===== config.mk =====
export PLATFORM = sky130hd
export DESIGN_NAME = regfile_wr_arbiter
export DESIGN_NICKNAME = d
export VERILOG_FILES = /design/src/rtl/regfile_wr_arbiter.sv
export SDC_FILE = /design/constraint.sdc
export NUM_CORES = 1
export LEC_CHECK = 0
export ABC_AREA = 1
export CELL_PAD_IN_SITES_DETAIL_PLACEMENT = 1
export CELL_PAD_IN_SITES_GLOBAL_PLACEMENT = 1
export CORE_UTILIZATION = 45
export CTS_CLUSTER_SIZE = 30
export DETAILED_ROUTE_END_ITERATION = 8
export DONT_BUFFER_PORTS = 1
export HOLD_SLACK_MARGIN = 0.1
export PLACE_DENSITY = 0.79
export SLEW_MARGIN = 20
export SYNTH_ARGS = -nofsm -noshare
export SYNTH_HDL_FRONTEND = slang
export SYNTH_SLANG_ARGS = --single-unit

===== constraint.sdc =====
create_clock -name CLK -period 2.3 [get_ports CLK]
set_input_delay 0.345 -clock CLK [delete_from_list [all_inputs] [get_ports CLK]]
set_output_delay 0.345 -clock CLK [all_outputs]
set_load 0.005 [all_outputs]

===== src/rtl/regfile_wr_arbiter.sv =====
// Two-port write arbiter in front of a single-write-port register file.
// Each port has a one-entry holding register; R15 writes are dropped and flagged.
module regfile_wr_arbiter #(
  parameter int PRIO_MODE = 0
) (
  input  logic        CLK,
  input  logic        reset_n,
  input  logic        a_valid,
  input  logic [3:0]  a_addr,
  input  logic [31:0] a_data,
  output logic        a_ready,
  input  logic        b_valid,
  input  logic [3:0]  b_addr,
  input  logic [31:0] b_data,
  output logic        b_ready,
  input  logic        flush,
  input  logic [3:0]  chk_a1,
  input  logic [3:0]  chk_a2,
  output logic        hazard,
  output logic        WE3,
  output logic [3:0]  A3,
  output logic [31:0] WD3,
  output logic        err_r15
);

  // state | meaning
  // EMPTY | holding register free, port may accept
  // FULL  | holding register owns a pending write
  typedef enum logic {EMPTY = 1'b0, FULL = 1'b1} ent_state_t;

  ent_state_t  a_state, a_state_nxt;
  ent_state_t  b_state, b_state_nxt;
  logic [3:0]  a_addr_q, a_addr_nxt, b_addr_q, b_addr_nxt;
  logic [31:0] a_data_q, a_data_nxt, b_data_q, b_data_nxt;
  logic        last_b, last_b_nxt;
  logic        rst_done;
  logic        err_nxt;
  logic        a_full, b_full, tie_a;
  logic        gnt_a, gnt_b;
  logic        acc_a, acc_b;

  always_ff @(posedge CLK or negedge reset_n) begin
    if (!reset_n) begin
      a_state  <= EMPTY;
      b_state  <= EMPTY;
      a_addr_q <= '0;
      b_addr_q <= '0;
      a_data_q <= '0;
      b_data_q <= '0;
      last_b   <= 1'b1;
      err_r15  <= 1'b0;
      rst_done <= 1'b0;
    end else begin
      a_state  <= a_state_nxt;
      b_state  <= b_state_nxt;
      a_addr_q <= a_addr_nxt;
      b_addr_q <= b_addr_nxt;
      a_data_q <= a_data_nxt;
      b_data_q <= b_data_nxt;
      last_b   <= last_b_nxt;
      err_r15  <= err_nxt;
      rst_done <= 1'b1;
    end
  end

  // A refill on the same edge as the grant wins over the drain
  always_comb begin
    a_state_nxt = a_state;
    a_addr_nxt  = a_addr_q;
    a_data_nxt  = a_data_q;
    if (flush) begin
      a_state_nxt = EMPTY;
    end else if (acc_a && (a_addr != 4'hF)) begin
      a_state_nxt = FULL;
      a_addr_nxt  = a_addr;
      a_data_nxt  = a_data;
    end else if (gnt_a) begin
      a_state_nxt = EMPTY;
    end

    b_state_nxt = b_state;
    b_addr_nxt  = b_addr_q;
    b_data_nxt  = b_data_q;
    if (flush) begin
      b_state_nxt = EMPTY;
    end else if (acc_b && (b_addr != 4'hF)) begin
      b_state_nxt = FULL;
      b_addr_nxt  = b_addr;
      b_data_nxt  = b_data;
    end else if (gnt_b) begin
      b_state_nxt = EMPTY;
    end

    last_b_nxt = last_b;
    if (gnt_a) begin
      last_b_nxt = 1'b0;
    end else if (gnt_b) begin
      last_b_nxt = 1'b1;
    end

    err_nxt = (acc_a && (a_addr == 4'hF)) || (acc_b && (b_addr == 4'hF));
  end

  always_comb begin
    a_full  = (a_state == FULL);
    b_full  = (b_state == FULL);
    tie_a   = (PRIO_MODE != 0) ? 1'b1 : last_b;
    gnt_a   = !flush && a_full && (!b_full || tie_a);
    gnt_b   = !flush && b_full && (!a_full || !tie_a);
    a_ready = rst_done && !flush && (!a_full || gnt_a);
    b_ready = rst_done && !flush && (!b_full || gnt_b);
    acc_a   = a_valid && a_ready;
    acc_b   = b_valid && b_ready;
    WE3     = gnt_a || gnt_b;
    A3      = '0;
    WD3     = '0;
    if (gnt_a) begin
      A3  = a_addr_q;
      WD3 = a_data_q;
    end else if (gnt_b) begin
      A3  = b_addr_q;
      WD3 = b_data_q;
    end
    hazard = (a_full && ((chk_a1 == a_addr_q) || (chk_a2 == a_addr_q))) ||
             (b_full && ((chk_a1 == b_addr_q) || (chk_a2 == b_addr_q)));
  end

endmodule


==> results_dict.tcl <==
set metrics [dict create \
    outcome "finished, final reports clean" \
    drv_slew 0 \
    die_w_um 95.3 \
    vias_per_cell 5.13 \
    synth.distinct_cells 22 \
    synth.most_common_cell "nand2_1" \
    initial_core_util_pct 47.2 \
    r2r_setup_slack_ps 600 \
    final_layout_size_suffix_gt1_share_pct 14.1 \
    hold_viol 0 \
    rows 33 \
    drt-initial-drc-count 120 \
    netlist_top_cells_area "dfrtp_1, nand2_1, inv_1" \
    critPathKind "register to primary output" \
    fin_cells 608 \
    cts-root-buf "clkbuf_8" \
    clockBufferDepth 2 \
    reg2reg_from "b_full" \
    setup.worst_path.end "WD3[25]" \
    netlist_top_cells_count "nand2_1, inv_1, dfrtp_1" \
    netlist.area_leader.share_pct 48.6 \
    htree_levels 3 \
    critPathCaptureType "primary output" \
    drc 0 \
    peakVddDrop_mv 0.378 \
    grt_pass1_wl_mm 15.2 \
    cap_violations 0 \
    post-place-cells 581 \
    cp_max_fo 17 \
    diodes 0 \
    synthArstFlopShare_pct 100 \
    clk_pin_slew_ps 90 \
    crit_slowest_cell "dfstp_2" \
    p_leak_nw 2.19 \
    fin_nets 583 \
    layout_setup_ws_ps 164 \
    die_area_mm2 0.00908 \
    cp-startpoint "last_b" \
    clkSinkCount 77 \
    worstHoldPathType "input port to register" \
    cp_data_required_time_ps 1960 \
    drtAntennaViolNets 0 \
    clock_latency_ps 350 \
    io_pins 126 \
    synth_top_area_cell "dfrtp_1" \
    synth_warnings 0 \
    power_density_mw_per_mm2 808 \
    synthToLayoutAreaGrowth_pct 11.0 \
    wirelength_mm 9.67 \
    die_height_um 95.3 \
    cp-start-kind "register" \
    setup_viol 0 \
    worstPathCellList "inv_1, nand2_1, nand3_4, buf_4, o21ai_0" \
    cpPeakStageDelay_ps 570 \
    fmax_ghz 0.468 \
    critPathArrivalTime_ps 1790 \
    grt_max_degree 78 \
    fin_crit_sh_pct 92.9 \
    antenna_found_initial 0 \
    vias 3116 \
    grt_use_total_pct 22.2 \
    dr.pass1.iters 4 \
    grt_pass1_vias 3159 \
    io_buffers 0 \
    cts_buffers 9 \
    dpl.hpwl_mm 6.84 \
    synth_nets 574 \
    rr_worst_depth 7 \
    ys.flop_type "dfrtp_1" \
    setup-tns-final_ps 0 \
    r2r_end "b_data_q[1]" \
    fin_skew_ps 7.16 \
    finalPower_mw 3.51 \
    gp_congestion 0.825 \
    syn_inst 489 \
    core_mm2 0.00830 \
    ys_ff_latch 77 \
    fillers 1026 \
    netlist_area_mm2 0.00392 \
    cts_setup_buffers 0 \
    cts_tree "yes" \
    gr-total-overflow 0 \
    min_path_cells 2 \
    post_drt_wl_per_cell_um 15.9 \
    yosysSeqAreaShare_pct 49.2 \
    pre_cts_ws_ps 359 \
    synth_edf_count 0 \
    rsz0062_at_grt "no" \
    fin_crit_ps 2140 \
    syn_area_per_cell_um2 8.01 \
]
## worst max-delay path: cells and delay by family (launching register included)
family	cells	cell delay (ps)
flip-flops	1	570
AND/OR/NAND/NOR	2	310
buffers and inverters	2	310
AO/OA/AOI/OAI	1	240
## cells in the final DEF, fill, tap and decap left out, drive strengths merged
cell type,count
nand2,170
o21ai,105
inv,94
dfrtp,76
clkbuf,10
nor2,10
dlygate4sd3,9
buf,8
o22ai,6
nand3,6
nand4,2
bufinv,2
a21oi,1
clkinvlp,1
clkinv,1
dfstp,1
conb,1
## kinds of logic after synthesis
logic type / Yosys count / synth area share [%]
AOI/OAI and AO/OA: 112 / 18.0
buffers and inverters: 111 / 12.7
DFF: 77 / 49.2
other: 1 / 0.0958
and+or+nand+nor: 188 / 20.0
## metal layers
layer / GRT usage [%] / up-vias / wire (um)
li1: - / 1514 / -
met1: 25.9 / 1507 / 4060
met2: 38.6 / 82 / 4780
met3: 7.42 / 13 / 683
met4: 6.69 / 0 / 144
met5: 0 / - / 0
## registers in the layout, summed over array words and instances, names as in the netlist
register  cells
b_full        1
b_addr_q      4
a_full        1
last_b        1
a_addr_q      4
b_data_q     32
rst_done      1
a_data_q     32
err_r15       1
## how the worst min path moves through the flow
stage | from | endpoint
2_1_floorplan | reset_n | a_addr_q[0]
3_3_place_gp | reset_n | a_data_q[6]
3_5_place_dp | reset_n | a_data_q[6]
4_1_cts | a_data[20] | a_data_q[20]
5_1_grt | a_data[14] | a_data_q[14]
6_report | b_data[4] | b_data_q[4]
## area by class of cell
| type | count | area [um^2] | share of cell area [%] |
|---|---|---|---|
| Clock buffer | 10 | 138 | 3.17 |
| Clock inverter | 6 | 93.8 | 2.16 |
| Inverter | 91 | 349 | 8.03 |
| Multi-Input combinational cell | 301 | 1500 | 34.6 |
| Sequential cell | 77 | 1930 | 44.4 |
| Tap cell | 105 | 131 | 3.02 |
| Timing Repair Buffer | 17 | 195 | 4.49 |
| Timing Repair inverter | 1 | 6.26 | 0.144 |
## where the power goes
part	leakage, nW	internal (mW)	switching, mW	total, mW
registers	0.951	1.61	0.126	1.73
logic	1.13	0.236	0.360	0.596
clock network	0.113	0.650	0.535	1.19
## stage by stage
stage	hold WS, ps	area [um^2]	util (%)
floorplan	49.4	3920	-
global placement	51.0	3970	47.8
detailed placement	50.6	3970	47.8
CTS	100	4300	51.8
global route	100	4350	52.4
finish	114	4350	52.4
## timing repair
action / 4_1_cts / 5_1_grt
cloned: 0 / 1
hold endpoints to repair: 83 / 2
resized for setup: 1 / 5
hold buffers: 8 / 2
endpoints found under the setup margin: 11 / 19
Note: power is estimated with default switching activity, not from simulation.
